==> config.mk <==
export PLATFORM = sky130hd
export DESIGN_NAME = dpram_fifo_ctrl_flat
export DESIGN_NICKNAME = d
export VERILOG_FILES = /design/src/rtl/dpram_fifo_ctrl_pkg.sv /design/src/rtl/dpram_fifo_ctrl_if.sv /design/src/rtl/dpram_fifo_ctrl_fifo_out_skid.sv /design/src/rtl/dpram_fifo_ctrl.sv /design/src/flat_wrapper.sv
export SDC_FILE = /design/constraint.sdc
export NUM_CORES = 1
export LEC_CHECK = 0
export BUFFER_PORTS_ARGS = -buffer_cell sky130_fd_sc_hd__buf_2
export CAP_MARGIN = 10
export CORE_MARGIN = 10
export CORE_UTILIZATION = 47
export DETAILED_ROUTE_END_ITERATION = 12
export PLACE_DENSITY = 0.82
export SYNTH_ARGS = -nofsm -noshare
export SYNTH_HDL_FRONTEND = slang
export SYNTH_SLANG_ARGS = --single-unit
==> constraint.sdc <==
create_clock -name clk -period 2.5 [get_ports clk]
set_clock_uncertainty 0.05 [all_clocks]
set_input_delay 0.75 -clock clk [delete_from_list [all_inputs] [get_ports clk]]
set_output_delay 0.75 -clock clk [all_outputs]
set_load 0.005 [all_outputs]
==> src/rtl/dpram_fifo_ctrl_pkg.sv <==
// Shared constants and out-stage encoding for the dual-port-RAM FIFO controller.
package dpram_fifo_ctrl_pkg;

  localparam int DW    = 9;
  localparam int AW    = 4;
  localparam int DEPTH = 16;

  // Numeric value equals the number of entries held in the output stage.
  typedef enum logic [1:0] {
    EMPTY = 2'd0,
    ONE   = 2'd1,
    TWO   = 2'd2
  } out_state_e;

endpackage

==> src/rtl/dpram_fifo_ctrl_if.sv <==
// Streaming handshake bundle: upstream write side (s_*) and downstream read side (m_*).
interface dpram_fifo_ctrl_if;
  import dpram_fifo_ctrl_pkg::*;

  logic [DW-1:0] s_data;
  logic          s_valid;
  logic          s_ready;
  logic [DW-1:0] m_data;
  logic          m_valid;
  logic          m_ready;

  // The FIFO is the slave of both streams; the producer/consumer side is the master.
  modport slave  (input  s_data, s_valid, m_ready, output s_ready, m_data, m_valid);
  modport master (output s_data, s_valid, m_ready, input  s_ready, m_data, m_valid);

endinterface

==> src/rtl/dpram_fifo_ctrl_fifo_out_skid.sv <==
// Two-entry ordered output buffer that absorbs the RAM's registered read latency.
//
//   state | meaning
//   ------+-----------------------------------------------
//   EMPTY | nothing held, m_valid low
//   ONE   | head valid
//   TWO   | head and tail valid, tail moves up on pop
module fifo_out_skid
  import dpram_fifo_ctrl_pkg::*;
(
  input  logic          clk,
  input  logic          rst,
  input  logic          flush_i,
  input  logic          capture_i,
  input  logic [DW-1:0] cap_data_i,
  input  logic          m_ready_i,
  output logic [DW-1:0] m_data_o,
  output logic          m_valid_o,
  output logic [1:0]    occ_o
);

  out_state_e    state_q, state_d;
  logic [DW-1:0] head_q, head_d;
  logic [DW-1:0] tail_q, tail_d;
  logic          pop;

  assign m_valid_o = (state_q != EMPTY);
  assign m_data_o  = head_q;
  assign occ_o     = state_q;
  assign pop       = m_valid_o & m_ready_i;

  // State and data registers; reset clears head so m_data reads zero.
  always_ff @(posedge clk or posedge rst) begin
    if (rst) begin
      state_q <= EMPTY;
      head_q  <= '0;
      tail_q  <= '0;
    end else begin
      state_q <= state_d;
      head_q  <= head_d;
      tail_q  <= tail_d;
    end
  end

  // Next-state and data movement for capture/pop combinations.
  always_comb begin
    state_d = state_q;
    head_d  = head_q;
    tail_d  = tail_q;
    if (flush_i) begin
      state_d = EMPTY;
    end else begin
      unique case (state_q)
        EMPTY: if (capture_i) begin
          state_d = ONE;
          head_d  = cap_data_i;
        end
        ONE: begin
          if (capture_i && pop) begin
            head_d = cap_data_i;
          end else if (capture_i) begin
            state_d = TWO;
            tail_d  = cap_data_i;
          end else if (pop) begin
            state_d = EMPTY;
          end
        end
        TWO: if (pop) begin
          head_d = tail_q;
          if (capture_i) tail_d = cap_data_i;
          else           state_d = ONE;
        end
        default: state_d = EMPTY;
      endcase
    end
  end

endmodule

==> src/rtl/dpram_fifo_ctrl.sv <==
// FWFT FIFO controller around a 16 x 9 dual-port RAM with registered port-B reads.
module dpram_fifo_ctrl
  import dpram_fifo_ctrl_pkg::*;
(
  input  logic                 clk,
  input  logic                 rst,
  input  logic                 flush,
  dpram_fifo_ctrl_if.slave     bus,
  output logic [AW-1:0]        ram_addr_a,
  output logic [DW-1:0]        ram_din_a,
  output logic                 ram_we_a,
  output logic [AW-1:0]        ram_addr_b,
  output logic [DW-1:0]        ram_din_b,
  output logic                 ram_we_b,
  input  logic [DW-1:0]        ram_dout_b,
  output logic [AW+1:0]        count
);

  localparam logic [AW:0] DEPTH_C = (AW+1)'(DEPTH);

  logic [AW-1:0] wr_ptr_q, wr_ptr_d;
  logic [AW-1:0] rd_ptr_q, rd_ptr_d;
  logic [AW:0]   ram_cnt_q, ram_cnt_d;
  logic          rd_pend_q, rd_pend_d;
  logic [AW+1:0] count_q, count_d;

  logic          s_ready;
  logic          push, pop, rd_en;
  logic [1:0]    occ;
  logic [2:0]    demand;
  logic [DW-1:0] m_data;
  logic          m_valid;

  // s_ready depends only on registered state, never on the downstream side.
  assign s_ready     = (ram_cnt_q < DEPTH_C);
  assign bus.s_ready = s_ready;
  assign bus.m_data  = m_data;
  assign bus.m_valid = m_valid;

  assign push  = bus.s_valid & s_ready & ~flush;
  assign pop   = m_valid & bus.m_ready;

  // A read is only issued if its data will have room in the out stage when it lands.
  assign demand = {1'b0, occ} + {2'b00, rd_pend_q};
  assign rd_en  = (ram_cnt_q != '0) && (demand < (3'd2 + {2'b00, pop}));

  assign ram_addr_a = wr_ptr_q;
  assign ram_din_a  = bus.s_data;
  assign ram_we_a   = push & ~rst;
  assign ram_addr_b = rd_ptr_q;
  assign ram_din_b  = '0;
  assign ram_we_b   = 1'b0;
  assign count      = count_q;

  // Pointer, occupancy and in-flight-read registers.
  always_ff @(posedge clk or posedge rst) begin
    if (rst) begin
      wr_ptr_q  <= '0;
      rd_ptr_q  <= '0;
      ram_cnt_q <= '0;
      rd_pend_q <= 1'b0;
      count_q   <= '0;
    end else begin
      wr_ptr_q  <= wr_ptr_d;
      rd_ptr_q  <= rd_ptr_d;
      ram_cnt_q <= ram_cnt_d;
      rd_pend_q <= rd_pend_d;
      count_q   <= count_d;
    end
  end

  // Next-state: total count tracks push minus pop, which equals ram_cnt + rd_pend + occ.
  always_comb begin
    wr_ptr_d  = wr_ptr_q + {{(AW-1){1'b0}}, push};
    rd_ptr_d  = rd_ptr_q + {{(AW-1){1'b0}}, rd_en};
    ram_cnt_d = ram_cnt_q;
    rd_pend_d = rd_en;
    count_d   = count_q;
    unique case ({push, rd_en})
      2'b10:   ram_cnt_d = ram_cnt_q + (AW+1)'(1);
      2'b01:   ram_cnt_d = ram_cnt_q - (AW+1)'(1);
      default: ram_cnt_d = ram_cnt_q;
    endcase
    unique case ({push, pop})
      2'b10:   count_d = count_q + (AW+2)'(1);
      2'b01:   count_d = count_q - (AW+2)'(1);
      default: count_d = count_q;
    endcase
    if (flush) begin
      wr_ptr_d  = '0;
      rd_ptr_d  = '0;
      ram_cnt_d = '0;
      rd_pend_d = 1'b0;
      count_d   = '0;
    end
  end

  fifo_out_skid u_skid (
    .clk        (clk),
    .rst        (rst),
    .flush_i    (flush),
    .capture_i  (rd_pend_q),
    .cap_data_i (ram_dout_b),
    .m_ready_i  (bus.m_ready),
    .m_data_o   (m_data),
    .m_valid_o  (m_valid),
    .occ_o      (occ)
  );

endmodule

==> src/flat_wrapper.sv <==
// flat-port wrapper written by rule: the top's interface ports become plain ports
module dpram_fifo_ctrl_flat import dpram_fifo_ctrl_pkg::*;
  (clk, rst, flush, ram_addr_a, ram_din_a, ram_we_a, ram_addr_b, ram_din_b, ram_we_b, ram_dout_b, count, bus_s_data, bus_s_valid, bus_m_ready, bus_s_ready, bus_m_data, bus_m_valid);
  dpram_fifo_ctrl_if bus_i ();
  input  logic clk;
  input  logic rst;
  input  logic flush;
  output logic [AW-1:0] ram_addr_a;
  output logic [DW-1:0] ram_din_a;
  output logic ram_we_a;
  output logic [AW-1:0] ram_addr_b;
  output logic [DW-1:0] ram_din_b;
  output logic ram_we_b;
  input  logic [DW-1:0] ram_dout_b;
  output logic [AW+1:0] count;
  input wire logic [$bits(bus_i.s_data)-1:0] bus_s_data;
  input wire logic [$bits(bus_i.s_valid)-1:0] bus_s_valid;
  input wire logic [$bits(bus_i.m_ready)-1:0] bus_m_ready;
  output wire logic [$bits(bus_i.s_ready)-1:0] bus_s_ready;
  output wire logic [$bits(bus_i.m_data)-1:0] bus_m_data;
  output wire logic [$bits(bus_i.m_valid)-1:0] bus_m_valid;
  assign bus_i.s_data = bus_s_data;
  assign bus_i.s_valid = bus_s_valid;
  assign bus_i.m_ready = bus_m_ready;
  assign bus_s_ready = bus_i.s_ready;
  assign bus_m_data = bus_i.m_data;
  assign bus_m_valid = bus_i.m_valid;
  dpram_fifo_ctrl u_core (.clk(clk), .rst(rst), .flush(flush), .bus(bus_i), .ram_addr_a(ram_addr_a), .ram_din_a(ram_din_a), .ram_we_a(ram_we_a), .ram_addr_b(ram_addr_b), .ram_din_b(ram_din_b), .ram_we_b(ram_we_b), .ram_dout_b(ram_dout_b), .count(count));
endmodule
======== Word level (Yosys, flattened, before mapping) ========
Index checks and enable logic that the tools add are counted.
operators by class
  bitwise operators ....................... 6
  muxes and demuxes ....................... 23
  equality and inequality tests ........... 15
  reductions and logical operators ........ 12
  order comparisons ....................... 2
  add/sub/neg operators ................... 8
operator list
  kind                 count
  $mux 9               6
  $pmux 9 s3           1
  $pmux 9 s2           1
  $mux 2               7
  $pmux 6 s2           1
  $pmux 5 s2           1
  $reduce_and 5->1     2
  $reduce_bool 3->1    3
  $add 4x1->4          2
  $mux 4               2
  $add 6x1->6 const B  1
  $eq 2x1->1 const B   3
  $eq 2x2->1 const B   3
  $mux 6               1
  $ne 3x2->1 const B   2
  $ne 3x3->1 const B   2
  $pmux 2 s3           1
  $sub 6x1->6 const B  1
  $add 5x1->5 const B  1
  $lt 5x5->1 const B   1
  $mux 5               1
  $reduce_bool 5->1    1
  $sub 5x1->5 const B  1
  $and 1x1->1          4
  other kinds (12)     17
word-level totals
  bits of input ports ..................... 23
  flip-flop bits (word level) ............. 40

======== Logic depth before layout (Yosys ltp) ========
  depth in word-level cells ............... 8
  gate-level depth with buffers ........... 12
  gate-level depth less buffers ........... 12

======== Cells and area by module ========
Synthesis repeated with hierarchy kept, for this count alone.
second synthesis, totals
  cell total of the unflattened synthesis .. 244
  area, all modules ....................... 2501.1 µm²
modules (own cells, without submodules)
  module           cells each  instances  area an instance (µm²)  seq. area each (µm²)
  dpram_fifo_ctrl  157         1          1517.7                  500.5
  fifo_out_skid    87          1          983.4                   500.5

======== Worst setup path after synthesis ========
OpenSTA, ideal clock, no wires.
  path kind ............................... in2reg
  from .................................... in flush
  to ...................................... reg u_core.count_q[5] (netlist: u_core.count[5])
  slack ................................... -0.440 ns
  cell stages on the path ................. 9
  data arrival time ....................... 2.765 ns
  required time ........................... 2.325 ns
  cell sequence ........................... nor3b_1 > clkbuf_1 > nor2_1 > ha_1 > a211oi_1 > o21bai_1 > a21oi_1 > mux2i_1 > mux2_2
on the way
  word-level cells in the longest chain between the ends .. 5
  elaborated cells between the ends (all ways) .. 7
  those cells by class .................... eq/ne (2); mux (2); bitwise (2); reduce/logical (1)
RTL lines
  item                                             line                   source
  start: declaration                               flat_wrapper.sv:7      input logic flush;
  $not 1->1 (no source line)                       n/a
  $and 1x1->1                                      dpram_fifo_ctrl.sv:40  assign push = bus.s_valid & s_ready & ~flush;
  $eq 2x1->1 / $eq 2x2->1 (equally long branches)  dpram_fifo_ctrl.sv:84  unique case ({push, pop})
  $pmux 6 s2                                       dpram_fifo_ctrl.sv:84
  $mux 6                                           dpram_fifo_ctrl.sv:89  if (flush) begin
  end signal: assignment                           dpram_fifo_ctrl.sv:68  count_q <= count_d;
  end: declaration                                 dpram_fifo_ctrl.sv:25  logic [AW+1:0] count_q, count_d;
Parallel ways exist; a longest one is shown, timed or not.
A chain may end at the register's enable or synchronous reset.

======== Final worst setup path ========
  from .................................... reg u_core.ram_cnt_q[0]
  to ...................................... reg u_core.ram_cnt_q[2]
on the way
  word-level cells in the longest chain between the ends .. 6
  elaborated cells between the ends (all ways) .. 12
  those cells by class .................... add/sub (2); order compare (1); eq/ne (2); mux (2); bitwise (2); reduce/logical (3)
RTL lines
  item                                             line                   source
  start: declaration                               dpram_fifo_ctrl.sv:23  logic [AW:0] ram_cnt_q, ram_cnt_d;
  start signal: assignment                         dpram_fifo_ctrl.sv:66  ram_cnt_q <= ram_cnt_d;
  $lt 5x5->1                                       dpram_fifo_ctrl.sv:35  assign s_ready = (ram_cnt_q < DEPTH_C);
  $and 1x1->1 (2 in a row)                         dpram_fifo_ctrl.sv:40
  $eq 2x1->1 / $eq 2x2->1 (equally long branches)  dpram_fifo_ctrl.sv:79  unique case ({push, rd_en})
  $pmux 5 s2                                       dpram_fifo_ctrl.sv:79
  $mux 5                                           dpram_fifo_ctrl.sv:89
Parallel ways exist; a longest one is shown, timed or not.

==> metrics <==
first-pass GRT wire length 9018 µm; Rows 25; Worst Path Arrival 2.62 ns; kind of critical path reg2reg; Total GRT Usage 0.1296; slew margin rel. 0.6631; Clk Latency, worst-skew pair 0.29 ns; post-synthesis area per instance 9.983 µm²; Cells after Synth 235; Post-Synthesis Cell Area 0.002346 mm²; HP Class reg2reg; largest cells by area after synthesis dfrtp_1 43%, ha_1 6.4%, buf_4 6.1%; Inst Count DP 352; highest clock rate 0.4022 GHz; Hold Crit Depth 1; post-route insts no fill 360; Static Leak 0.001497 µW; CTS H-tree lvls 2; maximum root-to-sink buffer count 2; Sw Share 0.3556; number of nets in the layout 328; status finished clean; Synth warnings 0; WP data required 2.63 ns; GP Congestion 0.8465; clock root buffer clkbuf_8; Overflow after GRT 0; die height 90.65 µm; Residual DRC 0; Setup-failing EPs final 0; min Tclk post-route 2.487 ns; most numerous cell in the Yosys netlist dfrtp_1; routed wire length 5202 µm; Clock power frac 0.177; Area after DPL 0.002730 mm²; Post-synth EDFFs 0; CP Launch Type register; VDD IR max 0.5812 mV; Final Hold Vio Count 0; register area share after synthesis 0.4267; TritonCTS Buffers 5; RR Startpoint u_core.ram_cnt_q[0]$_DFFE_PP0P_; PortBufs 39; Worst-path clk slew 0.08 ns; Worst-Margin Slew 0.5053 ns; WL per Instance 14.45 µm; hold path endpoint u_core.u_skid.tail_q[2]$_DFFE_PP0P_; hold path start u_core.u_skid.tail_q[2]$_DFFE_PP0P_; die width 90.65 µm; ANT nets after route 0; area leader, netlist dfrtp_1; Antenna Cells 0; Synth top area share 0.4267; CORE AREA 0.004786 mm²; FF-to-FF path depth 10; Synth async-reset ratio 1.000; Layout Area Growth over Synthesis 25.12%; R2R Setup Slk 0.01 ns; full die area 0.008217 mm²; initial core utilization 0.4902; DR vias 1848; utilization after layout 0.6133; DRT Pass-1 Iters 5; final worst setup slack 0.01343 ns; part of the power in registers 0.325; Comb power frac 0.498; First DRT Iteration DRCs 57; switching power 1160 µW; Max Cap Violations 0; RSZ-0062 raised after global routing yes; number of fill cells 407; largest net degree at the start of global routing 41; Top Ports 68; post-DR vias/cell 5.133; Yosys reg bits 40; Power Density 1111 mW/mm²; Cell variety after synth 43; CTS tree yes; antenna violations before repair 0; Main synth FF type dfrtp_1; FF-to-FF End u_core.ram_cnt_q[2]$_DFFE_PP0P_; layout cells sized above 1 0.3754; P_int 2101 µW; Final Cell Area 0.002935 mm²; Slew Viols, Final 0; pre-CTS worst setup slack -0.3206 ns; PnR Total Power 3260 µW; Tcrit/Tclk final 0.9946; worst-path maximum fanout 6; top cells by count, synth 40 x dfrtp_1, 22 x nor2_1, 19 x buf_4, 18 x a21oi_1; clk sinks 40; Post-DP HPWL 3934 µm; CP Capture Type register; vias in the first global route 1931
==> layout make-up <==
class | count | area, µm² | share of cell area
inverters | 7 | 30.03 | 0.01023
clock inverters | 1 | 30.03 | 0.01023
clock buffers | 7 | 96.34 | 0.03282
repair buffers | 66 | 414.1 | 0.1411
well taps | 67 | 83.83 | 0.02856
multi-input cells | 172 | 1279 | 0.4356
flip-flops and latches | 40 | 1002 | 0.3414
==> cells by family after synthesis <==
kind of cell             after synthesis  synth area share
AO/OA/AOI/OAI                         48            0.1312
XOR/XNOR                               9           0.03360
adder cells (fa/ha/maj)               13           0.07253
buffers and inverters                 32           0.08160
flip-flops                            40            0.4267
multiplexers                          23            0.1040
other                                  1          0.001598
AND/OR/NAND/NOR                       69            0.1488
==> worst max-delay path, cell delays in order, from the launching register on <==
cell     delay, ns
dfrtp_2       0.46
nor4_2        0.25
buf_4         0.18
a21oi_2       0.06
nand3_2       0.10
inv_2         0.05
xnor2_2       0.13
ha_2          0.20
or3_1         0.38
mux2i_1       0.17
mux2_2        0.35
==> sequential cells by signal (all words and copies together), names as in the netlist <==
name                    count
u_core.u_skid.m_data_o      9
u_core.u_skid.tail_q        9
u_core.count                6
u_core.ram_cnt_q            5
u_core.ram_addr_a           4
u_core.ram_addr_b           4
u_core.u_skid.occ_o         2
u_core.rd_pend_q            1
==> routing by layer <==
layer | global-route usage | wire [µm]
met5 | 0 | 0
met1 | 0.1481 | 2275
met4 | 0.04377 | 80
met3 | 0.04821 | 315
met2 | 0.2169 | 2530
==> worst max path at each step <==
stage                                                  start                               to  slack, ns  cells after the start
final                        u_core.ram_cnt_q[0]$_DFFE_PP0P_  u_core.ram_cnt_q[2]$_DFFE_PP0P_       0.01                     10
after global routing         u_core.ram_cnt_q[2]$_DFFE_PP0P_  u_core.ram_cnt_q[2]$_DFFE_PP0P_      -0.07                     10
after CTS                 u_core.u_skid.occ_o[0]$_DFFE_PP0P_  u_core.ram_cnt_q[2]$_DFFE_PP0P_      0.003                     10
after detailed placement                               flush      u_core.count[5]$_DFFE_PP0P_      -0.32                      9
after global placement                                 flush      u_core.count[5]$_DFFE_PP0P_      -0.22                      9
after floorplan                                        flush      u_core.count[5]$_DFFE_PP0P_      -0.14                      9
==> stage by stage <==
stage                     TNS (ns)  hold slack, ns
after floorplan            -0.2854          0.4287
after global placement     -0.5821          0.4348
after detailed placement   -0.9709          0.4422
after CTS                        0          0.4591
after global routing      -0.06933          0.4743
final                            0          0.4579
==> power groups by stage <==
stage	sequential, µW	combinational (µW)	clock [µW]
floorplan	1060	948	0
global placement	1040	1480	0
detailed placement	1060	1540	0
CTS	1050	1560	588
global route	1090	1820	624
finish	1060	1620	576
==> what timing repair did <==
action,in CTS,in global routing
buffers inserted,0,1
hold buffers,0,0
pin swaps,3,8
resized for setup,3,13
endpoints found under the setup margin,2,5
==> placed cells by master (no fill, tap or decap), types with 3 or more instances in the layout <==
| cell type | Yosys | final |
|---|---|---|
| a21o_1 | 3 | 3 |
| a21oi_1 | 18 | 16 |
| a21oi_2 | 1 | 3 |
| and2_1 | 4 | 4 |
| buf_2 | 0 | 37 |
| buf_4 | 19 | 27 |
| clkbuf_8 | 0 | 7 |
| conb_1 | 1 | 10 |
| dfrtp_1 | 40 | 39 |
| ha_1 | 12 | 7 |
| ha_2 | 0 | 3 |
| inv_1 | 7 | 5 |
| mux2_2 | 11 | 11 |
| mux2i_1 | 12 | 12 |
| nand2_1 | 10 | 10 |
| nand3_1 | 6 | 5 |
| nor2_1 | 22 | 21 |
| nor2b_1 | 8 | 8 |
| nor3_1 | 5 | 4 |
| o21ai_0 | 9 | 7 |
| o31ai_1 | 4 | 4 |
| or2_2 | 3 | 3 |
| xnor2_1 | 5 | 4 |
| xor2_1 | 4 | 4 |
Note: power is estimated with default switching activity, not from simulation.
